### config.mk
export PLATFORM = sky130hd
export DESIGN_NAME = approx_divider
export DESIGN_NICKNAME = d
export VERILOG_FILES = /design/src/rtl/approx_pkg.sv /design/src/rtl/approx_sub_step.sv /design/src/rtl/approx_divider.sv
export SDC_FILE = /design/constraint.sdc
export NUM_CORES = 1
export LEC_CHECK = 0
export CORE_ASPECT_RATIO = 1.75
export CORE_UTILIZATION = 49
export CTS_CLUSTER_SIZE = 20
export DETAILED_ROUTE_END_ITERATION = 10
export PLACE_DENSITY = 0.77
export SLEW_MARGIN = 20
export SYNTH_ARGS = -nofsm -noshare
export SYNTH_HDL_FRONTEND = slang
export SYNTH_SLANG_ARGS = --single-unit
### constraint.sdc
create_clock -name clk -period 5.5 [get_ports clk]
set_clock_uncertainty 0.15 [all_clocks]
set_input_delay 1.1 -clock clk [delete_from_list [all_inputs] [get_ports clk]]
set_output_delay 1.1 -clock clk [all_outputs]
set_load 0.005 [all_outputs]
### src/rtl/approx_pkg.sv
// approx_pkg: shared types and helpers for the approximate arithmetic units.
//   approx_div_state_t : divider FSM states
//   APPROX_LV_MAX      : largest supported count of approximated low bits
//   cnt_width()        : width of an iteration counter that holds w-1
package approx_pkg;

   typedef enum logic [1:0] {DIV_IDLE, DIV_BUSY, DIV_DONE} approx_div_state_t;

   localparam int unsigned APPROX_LV_MAX = 63;

   // Counter width able to hold values 0..w-1
   function automatic int unsigned cnt_width(input int unsigned w);
      return (w < 2) ? 1 : $clog2(w);
   endfunction

endpackage

### src/rtl/approx_sub_step.sv
// approx_sub_step: combinational WIDTH+1-bit trial subtract a - b.
//   Bits below APPROX_LV are OR-approximated (a | ~b) and produce no borrow;
//   bits at and above APPROX_LV are an exact add of ~b with carry-in 1.
// Ports:
//   a      in  WIDTH+1  minuend (shifted partial remainder)
//   b      in  WIDTH    subtrahend (divisor)
//   diff   out WIDTH+1  trial difference
//   borrow out 1        1 when the exact upper part went negative
module approx_sub_step #(
   parameter int unsigned WIDTH     = 32,
   parameter int unsigned APPROX_LV = 0
) (
   input  logic [WIDTH:0]   a,
   input  logic [WIDTH-1:0] b,
   output logic [WIDTH:0]   diff,
   output logic             borrow
);

   localparam int unsigned HW = WIDTH + 1 - APPROX_LV;
   localparam int unsigned SW = HW + 1;

   logic [WIDTH:0] nb;
   logic [HW:0]    sum;

   assign nb  = ~{1'b0, b};

   // Exact upper part: a + ~b + 1, carry-out 0 means borrow
   assign sum = {1'b0, a[WIDTH:APPROX_LV]} + {1'b0, nb[WIDTH:APPROX_LV]} + SW'(1);

   assign diff[WIDTH:APPROX_LV] = sum[HW-1:0];
   assign borrow                = ~sum[HW];

   // Approximated low part
   generate
      if (APPROX_LV > 0) begin : g_lo
         assign diff[APPROX_LV-1:0] = a[APPROX_LV-1:0] | nb[APPROX_LV-1:0];
      end
   endgenerate

endmodule

### src/rtl/approx_divider.sv
// approx_divider: iterative radix-2 restoring unsigned divider whose trial
// subtract is approximated below bit APPROX_LV. One quotient bit per cycle,
// valid/ready request and response handshakes.
// Ports:
//   clk, reset (async, active-high)
//   req_valid/req_ready, dividend, divisor       request side
//   resp_valid/resp_ready, quotient, remainder,
//   div_by_zero                                  response side
//   quot_err (only with APPROX_DIV_ERR_EN)       exact ^ approximate quotient
// Optional feature macro: APPROX_DIV_ERR_EN adds a shadow exact datapath and quot_err.
module approx_divider
   import approx_pkg::*;
#(
   parameter int unsigned WIDTH     = 32,
   parameter int unsigned APPROX_LV = 0
) (
   input  logic             clk,
   input  logic             reset,
   input  logic             req_valid,
   output logic             req_ready,
   input  logic [WIDTH-1:0] dividend,
   input  logic [WIDTH-1:0] divisor,
   output logic             resp_valid,
   input  logic             resp_ready,
   output logic [WIDTH-1:0] quotient,
   output logic [WIDTH-1:0] remainder,
   output logic             div_by_zero
`ifdef APPROX_DIV_ERR_EN
   ,
   output logic [WIDTH-1:0] quot_err
`endif
);

   localparam int unsigned CW = cnt_width(WIDTH);

   approx_div_state_t state_q, state_d;
   logic [CW-1:0]     cnt_q, cnt_d;
   logic [WIDTH-1:0]  dq_q, dq_d;      // dividend shifts out the top, quotient shifts in the bottom
   logic [WIDTH-1:0]  dvs_q, dvs_d;
   logic [WIDTH-1:0]  rem_q, rem_d;
   logic              req_ready_d, resp_valid_d, dbz_d;
   logic [WIDTH-1:0]  quotient_d, remainder_d;

   // One iteration of the main datapath
   logic [WIDTH:0]    r_shift, diff, rem_sel;
   logic              borrow;
   logic [WIDTH-1:0]  rem_step, dq_step;
   logic              unused_rem_msb;

   assign r_shift = {rem_q, dq_q[WIDTH-1]};

   approx_sub_step #(.WIDTH(WIDTH), .APPROX_LV(APPROX_LV)) u_step (
      .a      (r_shift),
      .b      (dvs_q),
      .diff   (diff),
      .borrow (borrow)
   );

   assign rem_sel        = borrow ? r_shift : diff;
   assign rem_step       = rem_sel[WIDTH-1:0];
   assign unused_rem_msb = rem_sel[WIDTH];
   assign dq_step        = {dq_q[WIDTH-2:0], ~borrow};

`ifdef APPROX_DIV_ERR_EN
   // Shadow exact datapath running in lockstep
   logic [WIDTH-1:0] rx_q, rx_d, qx_q, qx_d, quot_err_d;
   logic [WIDTH:0]   rx_shift, diff_x, rx_sel;
   logic             borrow_x;
   logic [WIDTH-1:0] rx_step, qx_step;
   logic             unused_rx_msb;

   assign rx_shift = {rx_q, dq_q[WIDTH-1]};

   approx_sub_step #(.WIDTH(WIDTH), .APPROX_LV(0)) u_step_exact (
      .a      (rx_shift),
      .b      (dvs_q),
      .diff   (diff_x),
      .borrow (borrow_x)
   );

   assign rx_sel        = borrow_x ? rx_shift : diff_x;
   assign rx_step       = rx_sel[WIDTH-1:0];
   assign unused_rx_msb = rx_sel[WIDTH];
   assign qx_step       = {qx_q[WIDTH-2:0], ~borrow_x};
`endif

   // Next-state and next-output logic
   always_comb begin
      state_d      = state_q;
      cnt_d        = cnt_q;
      dq_d         = dq_q;
      dvs_d        = dvs_q;
      rem_d        = rem_q;
      req_ready_d  = req_ready;
      resp_valid_d = resp_valid;
      quotient_d   = quotient;
      remainder_d  = remainder;
      dbz_d        = div_by_zero;
`ifdef APPROX_DIV_ERR_EN
      rx_d         = rx_q;
      qx_d         = qx_q;
      quot_err_d   = quot_err;
`endif
      unique case (state_q)
         DIV_IDLE: begin
            if (req_valid && req_ready) begin
               dq_d        = dividend;
               dvs_d       = divisor;
               rem_d       = '0;
               cnt_d       = CW'(WIDTH - 1);
               req_ready_d = 1'b0;
`ifdef APPROX_DIV_ERR_EN
               rx_d        = '0;
               qx_d        = '0;
`endif
               if (divisor == '0) begin
                  state_d      = DIV_DONE;
                  resp_valid_d = 1'b1;
                  quotient_d   = '1;
                  remainder_d  = dividend;
                  dbz_d        = 1'b1;
`ifdef APPROX_DIV_ERR_EN
                  quot_err_d   = '0;
`endif
               end else begin
                  state_d = DIV_BUSY;
               end
            end
         end
         DIV_BUSY: begin
            dq_d  = dq_step;
            rem_d = rem_step;
`ifdef APPROX_DIV_ERR_EN
            rx_d  = rx_step;
            qx_d  = qx_step;
`endif
            if (cnt_q == '0) begin
               state_d      = DIV_DONE;
               resp_valid_d = 1'b1;
               quotient_d   = dq_step;
               remainder_d  = rem_step;
               dbz_d        = 1'b0;
`ifdef APPROX_DIV_ERR_EN
               quot_err_d   = qx_step ^ dq_step;
`endif
            end else begin
               cnt_d = cnt_q - CW'(1);
            end
         end
         DIV_DONE: begin
            if (resp_ready) begin
               state_d      = DIV_IDLE;
               resp_valid_d = 1'b0;
               req_ready_d  = 1'b1;
            end
         end
         default: begin
            state_d      = DIV_IDLE;
            resp_valid_d = 1'b0;
            req_ready_d  = 1'b1;
         end
      endcase
   end

   // State, datapath and output registers
   always_ff @(posedge clk or posedge reset) begin
      if (reset) begin
         state_q     <= DIV_IDLE;
         cnt_q       <= '0;
         dq_q        <= '0;
         dvs_q       <= '0;
         rem_q       <= '0;
         req_ready   <= 1'b1;
         resp_valid  <= 1'b0;
         quotient    <= '0;
         remainder   <= '0;
         div_by_zero <= 1'b0;
`ifdef APPROX_DIV_ERR_EN
         rx_q        <= '0;
         qx_q        <= '0;
         quot_err    <= '0;
`endif
      end else begin
         state_q     <= state_d;
         cnt_q       <= cnt_d;
         dq_q        <= dq_d;
         dvs_q       <= dvs_d;
         rem_q       <= rem_d;
         req_ready   <= req_ready_d;
         resp_valid  <= resp_valid_d;
         quotient    <= quotient_d;
         remainder   <= remainder_d;
         div_by_zero <= dbz_d;
`ifdef APPROX_DIV_ERR_EN
         rx_q        <= rx_d;
         qx_q        <= qx_d;
         quot_err    <= quot_err_d;
`endif
      end
   end

endmodule

* Yosys cells after proc, flatten, opt, wreduce, memory -nomap -nowiden
Index checks and enable logic that the tools add are counted.
** Word-level totals
- Bits in registers :: 170
- Bits of input ports :: 68
- Output and inout port bits :: 67
** Cells by class
- Add/subtract/negate cells :: 3
- Eq/ne operators :: 7
- Muxes and demuxes :: 31
- Bitwise gates (word level) :: 2
- Reductions and logical operators :: 12
** Operators by type and width (number)
- 2-to-1 mux 32 bit :: 9
- one-hot mux 32 bit (2 select lines) :: 4
- adder 33 x 33 -> 34 bit :: 1
- adder 34 x 1 -> 34 bit (second input constant) :: 1
- inverter 32 -> 33 bit :: 1
- zero test 32 bit :: 1
- 2-to-1 mux 5 bit :: 2
- != test 2 bit (second input constant) :: 5
- one-hot mux 5 bit (2 select lines) :: 1
- AND reduction 3 bit :: 3
- 2-to-1 mux 2 bit :: 4
- AND reduction 4 bit :: 2
- 2-to-1 mux 1 bit :: 7
- one-hot mux 1 bit (3 select lines) :: 2
- one-hot mux 2 bit (3 select lines) :: 1
- zero test 5 bit :: 1
- subtractor 5 x 1 -> 5 bit (second input constant) :: 1
- AND reduction 2 bit :: 2
- == test 2 x 1 -> 1 bit (second input constant) :: 1
- == test 2 bit (second input constant) :: 1
- zero test 2 bit :: 1
- one-hot mux 1 bit (2 select lines) :: 1
- nonzero test 2 bit :: 1
- logical AND 1 bit :: 1
- inverter 1 bit :: 1

* Depth between registers and ports, before layout
Gate-level depths: netlist of the first run.
- Depth in word-level cells :: 6
- Mapped depth :: 13
- Gate-level depth less buffers :: 13

* Cells and area by module
From an unflattened synthesis of the first run, not the netlist that was laid out.
** Unflattened totals
- Cell total of the unflattened synthesis :: 944
- Area, all modules :: 8919.8 µm²
** By module, submodules not included
- approx_divider :: times used 1, cells an instance 693, area each 7216.9 µm², sequential area each 4255.3 µm²
- approx_sub_step :: times used 1, cells an instance 251, area each 1702.9 µm², sequential area each 0.0 µm²

* Worst setup path before layout of the first run
OpenSTA, ideal clock, no wires.
- Kind :: in2reg
- Start point :: in divisor[17]
- End point :: reg remainder[10]
- Arrival time :: 2791 ps
- Path slack :: 2418 ps
- Stages on the path :: 8
- Buffers on the path :: 2
- Cells stage by stage :: or3_1 nor3_1 and2_1 inv_1 nand2_1 clkbuf_1 clkbuf_1 a31oi_1
** Between the ends
- Cells in the longest elaborated chain, start to end :: 3
** Ends and longest elaborated chain
- start, declared :: RTL line approx_divider.sv:22 : input logic [WIDTH-1:0] divisor,
- zero test 32 bit :: RTL line approx_divider.sv:116 : if (divisor == '0) begin
- != test 2 bit (no source line)
- AND reduction 4 bit (no source line)
- end signal, assigned :: RTL line approx_divider.sv:192 : remainder <= remainder_d;
- end, declared :: RTL line approx_divider.sv:26 : output logic [WIDTH-1:0] remainder,
Every way passes these cells.
A chain may end at the register's enable or synchronous reset.

* Worst setup path in the final report of the first run
- Start point :: in divisor[2]
- End point :: reg remainder[4]
Same word-level chain as after synthesis.

==> results of run 1 <==
-- area by class of cell --
cell class,count,area (µm²)
Clock inverter,14,123
Multi-Input combinational cell,690,4120
Fill cell,1525,6630
Timing Repair Buffer,140,1420
Inverter,46,176
Clock buffer,18,439
Tap cell,231,289
Sequential cell,170,4260
-- Yosys cell counts, types with 9 or more instances --
cell type,count
a22oi_1,18
nor2_1,117
a21o_1,9
xor2_1,12
ha_1,34
clkbuf_1,44
nand2_1,156
nand3_1,10
xnor2_1,15
o21ai_0,49
a21oi_1,63
inv_1,46
dfrtp_1,169
o22a_1,34
a31oi_1,66
-- state kept, by name, indices dropped and copies added (netlist names) --
register,count
rem_q,32
quotient,32
state_q,2
dq_q,32
div_by_zero,1
cnt_q,5
resp_valid,1
req_ready,1
remainder,32
dvs_q,32
-- power groups by stage --
| stage | Sequential (µW) | Clock, µW | Combinational [µW] |
|---|---|---|---|
| floorplan | 2050 | 0 | 3000 |
| global placement | 2130 | 0 | 3980 |
| detailed placement | 2150 | 0 | 4080 |
| CTS | 2130 | 1170 | 4110 |
| global route | 2190 | 1220 | 4590 |
| finish | 2130 | 1160 | 4150 |
-- stage by stage --
| stage | power (µW) | area (µm²) |
|---|---|---|
| 2_1_floorplan | 5050 | 8760 |
| 3_3_place_gp | 6110 | 10300 |
| 3_5_place_dp | 6230 | 10300 |
| 4_1_cts | 7410 | 10800 |
| 5_1_grt | 8000 | 10800 |
| 6_report | 7440 | 10800 |
-- layer usage --
| metal | part of all wire | global-route usage | up-vias | wire length, µm |
|---|---|---|---|---|
| met5 | 0 | 0 | - | 0 |
| met4 | 0.034 | 0.109 | 0 | 756 |
| met3 | 0.038 | 0.0425 | 51 | 854 |
| met2 | 0.51 | 0.435 | 211 | 11500 |
| met1 | 0.42 | 0.318 | 3676 | 9310 |
| li1 | - | - | 3609 | - |
-- worst max-delay path, cell delays in order --
cell             delay (ps)
clkdlybuf4s50_1         420
nor4_1                  560
nand4_1                 170
nor3_1                  420
and2_1                  240
inv_1                    80
nand2_4                 500
buf_12                  270
nor2_1                   60
a31oi_1                 130
-- how the worst min path moves through the flow --
stage	cells past startpoint	endpoint
after floorplan	2	dvs_q[0]$_DFFE_PP0P_
after global placement	1	quotient[17]$_DFFE_PP0P_
after detailed placement	1	quotient[12]$_DFFE_PP0P_
after CTS	1	quotient[12]$_DFFE_PP0P_
after global routing	1	quotient[18]$_DFFE_PP0P_
final	1	quotient[12]$_DFFE_PP0P_
-- logic make-up after synthesis --
| logic type | after synthesis | synth area share |
|---|---|---|
| AND/OR/NAND/NOR | 336 | 0.166 |
| AO/OA/AOI/OAI | 290 | 0.221 |
| flip-flops | 170 | 0.486 |
| buffers and inverters | 103 | 0.0476 |
| adder cells (fa/ha/maj) | 35 | 0.0509 |
| XOR/XNOR | 27 | 0.0270 |
| multiplexers | 2 | 0.00229 |
==> out/results.ini, run 1 <==
[outcome]
outcome=complete, no violations

[drt]
drc=0
drt_pass1_iterations=5
routed_wl_um=22400
route.vias.total=7547
wl_per_cell_um=17.1
drtIter0Drc=445
antenna_left=0
post_drt_via_cell_ratio=5.77

[timing]
setup_viol=0
max_slew_margin=0.331
finalMaxSlewViolations=0
tightest_slew_ps=1000
hold_violations=0
period_share=0.683
fin_crit_ps=3760
fmax_ghz=0.266
rsz0062_at_grt=false
timing.hold.ws_ps=337
fin_ws_ps=1740
finalSetupTns_ps=0

[pwr]
p_seq_frac=0.287
power_switching_uw=3310
switching_share=0.445
ir_drop_v=0.000289
power_density_nw_per_um2=688
p_int_uw=4130
pwr-share-comb=0.557
p_leak_uw=0.00458
power_frac_clock=0.156

[worst_setup_path]
rr_endpoint=remainder[21]$_DFFE_PP0P_
r2r-start=rem_q[25]$_DFFE_PP0P_
ff2ff_setup_slack_ps=1780
crit_fanout=66
critPathCaptureType=register
critPathCapture=remainder[4]$_DFFE_PP0P_
critPathRequiredTime_ps=5710
ff2ff_path_depth=10
startpoint_type=input port
startpoint=divisor[2]
critical_path_arrival_ps=3970
worstSetupPathType=input port to register

[clocking]
clock-sinks=170
worst_skew_pair.late_latency_ps=440
htreeDepth=4
cts_buffer_depth=2
cts_tree=yes
cts_resized=0
cts_buffers=17
cts_setup_buffers=0
root_buffer=clkbuf_16
cts.clk_slew.worst_paths_ps=70
cts.hold.buffers_added=0

[floorplan]
dieHeight_um=179
placeableCoreArea_um2=17500
initial_core_util=0.502
dieWidth_um=103
dieArea_um2=18400
io_pins=135
std_cell_rows=64

[synth]
synth_edf_count=0
synthesis.area_um2=8760
synth_area_leaders=dfrtp_1, nand2_1, nor2_1
syn_nets=1066
yosysTopAreaCell=dfrtp_1
synth_warnings=0
synth_top_area_frac=0.483
synth_cell_types=61
async_flop_share=1.00
synth-seq-cells=170
avgSynthCellArea_um2=9.10
synth_cells=963
synth_ff_type=dfrtp_1
ys_seq_area_frac=0.486

[layout]
fin_util=0.620
final_cell_mix=dfrtp_1, nand2_1, clkdlybuf4s50_1
nets=1168
final_cells=1309
drive_gt1_frac=0.0557
final_common_cell=dfrtp_1
synthToLayoutAreaGrowth_pct=23.6
antennaDiodeCount=0

[grt]
grt_use_total=0.256
grt_pass1_wl_um=36100
gr-total-overflow=0
grt_pass1_vias=7248
grt_start_max_net_pins=171
antenna_found_initial=0

[placement]
port_buffers=134
dpl.hpwl_um=15900
dpl.cell_count=1277
place_congestion=0.933
pre_cts_slack_ps=1240

[min_path]
hold_path.startpoint=quotient[12]$_DFFE_PP0P_
worst_hold_path_type=register to register

[job]
cap_violations=0

Note: power is estimated with default switching activity, not from simulation.
==> inputs of run 2 (changes only) <==
--- a/config.mk
+++ b/config.mk
@@ -6,10 +6,10 @@
 export NUM_CORES = 1
 export LEC_CHECK = 0
 export CORE_ASPECT_RATIO = 1.75
-export CORE_UTILIZATION = 49
+export CORE_UTILIZATION = 50
 export CTS_CLUSTER_SIZE = 20
 export DETAILED_ROUTE_END_ITERATION = 10
-export PLACE_DENSITY = 0.77
+export PLACE_DENSITY = 0.75
 export SLEW_MARGIN = 20
 export SYNTH_ARGS = -nofsm -noshare
 export SYNTH_HDL_FRONTEND = slang
==> constraint.sdc (replaced) <==
create_clock -name clk -period 3.9 [get_ports clk]
set_clock_uncertainty 0.15 [all_clocks]
set_input_delay 0.78 -clock clk [delete_from_list [all_inputs] [get_ports clk]]
set_output_delay 0.78 -clock clk [all_outputs]
set_load 0.005 [all_outputs]
==> out/results.ini, run 2 (same netlist as run 1, synthesis figures left out) <==
[timing]
period_share=0.888
fin_ws_ps=435  ; -1310 ps
setup_viol=0  ; unchanged
fmax_ghz=0.289
fin_crit_ps=3470
finalMaxSlewViolations=0  ; unchanged
finalSetupTns_ps=0  ; unchanged
tightest_slew_ps=886  ; -118 ps
hold_violations=0  ; unchanged
rsz0062_at_grt=false
max_slew_margin=0.409  ; +0.0788

[clocking]
cts_resized=0  ; unchanged
root_buffer=clkbuf_16
cts_tree=yes
cts_buffer_depth=2  ; unchanged
clock-sinks=170  ; unchanged
worst_skew_pair.late_latency_ps=440  ; about the same
cts.hold.buffers_added=0  ; unchanged
cts_setup_buffers=0  ; unchanged
cts.clk_slew.worst_paths_ps=70  ; about the same
cts_buffers=17  ; unchanged
htreeDepth=4  ; unchanged

[min_path]
min_to=quotient[20]$_DFFE_PP0P_
hold_path.startpoint=quotient[20]$_DFFE_PP0P_
worst_hold_path_type=register to register
holdPathStages=1  ; unchanged

[layout]
final_cells=1315  ; +0.46%
synthToLayoutAreaGrowth_pct=25.4
nets=1178  ; +0.86%
final_cell_mix=dfrtp_1, nand2_1, clkdlybuf4s50_1
final_common_cell=dfrtp_1
antennaDiodeCount=0  ; unchanged
drive_gt1_frac=0.0643  ; +0.00868
seqCellArea_um2=4260  ; unchanged
num-fill-cells=1455  ; -4.6%
multi_input_area_um2=4110  ; -0.24%

[pwr]
p_int_uw=6030  ; +46%
finalPower_uw=10700  ; +43%
switching_share=0.435  ; -0.0102
p_leak_uw=0.00468  ; +2.2%
pwr-share-comb=0.554  ; -0.003
ir_drop_v=0.000412  ; +43%
power_frac_clock=0.165  ; +0.009
p_seq_frac=0.281  ; -0.006
power_density_nw_per_um2=970  ; +41%
power_switching_uw=4640  ; +40%

[worst_setup_path]
critPathMaxStageDelay_ps=690  ; +130 ps
critPathCaptureType=register
worstSetupPathType=register to register
startpoint_type=register
ff2ff_path_depth=9  ; -1
rr_endpoint=remainder[17]$_DFFE_PP0P_
cp_top_family=compound AO/OA/AOI/OAI gates
r2r-start=rem_q[16]$_DFFE_PP0P_
critPathRequiredTime_ps=4110  ; -1600 ps
ff2ff_setup_slack_ps=430  ; -1350 ps
critical_path_arrival_ps=3670  ; -300 ps
crit_fanout=30  ; -55%
crit_buf_inv=0  ; -3
cp_cell_sequence=ha_1, and3_1, nand4_1, or2_1, nor3_2, nor3b_4, o21a_2, a22oi_1, a31oi_1
crit_path_top_delay_cell=o21a_2

[placement]
place_congestion=0.942  ; +1.0%
pre_cts_slack_ps=300  ; -945 ps
dpl.hpwl_um=16300  ; +2.4%
port_buffers=134  ; unchanged
dpl.cell_count=1283  ; +0.47%

[drt]
wl_per_cell_um=16.7  ; -2.1%
drt_pass1_iterations=5  ; unchanged
post_drt_via_cell_ratio=5.77  ; about the same
routed_wl_um=22000  ; -1.6%
drc=0  ; unchanged
drtIter0Drc=404  ; -9.2%
route.vias.total=7586  ; +0.52%
antenna_left=0  ; unchanged

[floorplan]
dieWidth_um=102  ; -0.98%
dieArea_um2=18100  ; -2.0%
dieHeight_um=177  ; -1.0%
std_cell_rows=63  ; -1.6%
placeableCoreArea_um2=17000  ; -2.5%
initial_core_util=0.514  ; +0.0127
io_pins=135  ; unchanged

[grt]
grt_start_max_net_pins=96  ; -44%
grt_pass1_wl_um=35500  ; -1.6%
grt_use_total=0.255  ; -0.00129
grt_pass1_vias=7139  ; -1.5%
antenna_found_initial=0  ; unchanged
gr-total-overflow=0  ; unchanged

[outcome]
outcome=complete, no violations

[job]
cap_violations=0  ; unchanged

run 2: cell count changes in the layout (fill, tap and decap cells not counted):
| cell | before | now |
|---|---|---|
| bufinv_16 | 0 | 2 |
| inv_6 | 8 | 6 |
| buf_4 | 3 | 9 |
| clkinv_4 | 0 | 2 |
| clkinv_8 | 0 | 1 |
| clkinvlp_4 | 5 | 2 |
| buf_12 | 3 | 7 |
| nand2_2 | 0 | 2 |
| nand2_4 | 2 | 0 |
run 2: worst register-to-register path, delay by kind of cell (launching register included):
kind | cells | cell delay [ps]
AO/OA/AOI/OAI | 3 | 1260
adder cells (fa/ha/maj) | 1 | 390
flip-flops | 1 | 410
AND/OR/NAND/NOR | 5 | 1170
run 2: worst max-delay path by stage:
stage                          start                         to  depth (start not counted)
3_3_place_gp              divisor[2]  remainder[27]$_DFFE_PP0P_                         10
3_5_place_dp              divisor[2]  remainder[27]$_DFFE_PP0P_                         10
2_1_floorplan                  reset       cnt_q[0]$_DFFE_PP0P_                          1
5_1_grt        rem_q[16]$_DFFE_PP0P_   remainder[5]$_DFFE_PP0P_                          9
4_1_cts        rem_q[17]$_DFFE_PP0P_  remainder[17]$_DFFE_PP0P_                          9
6_report       rem_q[16]$_DFFE_PP0P_  remainder[17]$_DFFE_PP0P_                          9
run 2: stage by stage:
stage	utilization	hold WS [ps]	instance area, µm²
2_1_floorplan	-	300	8760
3_3_place_gp	0.609	321	10400
3_5_place_dp	0.609	326	10400
4_1_cts	0.645	342	11000
5_1_grt	0.645	356	11000
6_report	0.645	337	11000
run 2: power by group through the flow:
| stage | clock (µW) | sequential, µW | combinational [µW] |
|---|---|---|---|
| finish | 1760 | 3000 | 5900 |
| global route | 1860 | 3090 | 6490 |
| CTS | 1790 | 3000 | 5860 |
| detailed placement | 0 | 3020 | 5830 |
| global placement | 0 | 3000 | 5710 |
| floorplan | 0 | 2900 | 4230 |
run 2: routing by layer:
metal,track usage,part of all wire,vias to the layer above
met4,0.117,0.039,0
met3,0.0320,0.046,53
li1,-,-,3617
met2,0.432,0.50,262
met5,0,0,-
met1,0.320,0.41,3654
run 2: cell type report:
type / instances / share of cell area
Multi-Input combinational cell: 690 / 0.374
Inverter: 46 / 0.0161
Clock inverter: 14 / 0.0161
Sequential cell: 170 / 0.387
Clock buffer: 18 / 0.0400
Tap cell: 227 / 0.0258
Timing Repair Buffer: 150 / 0.141
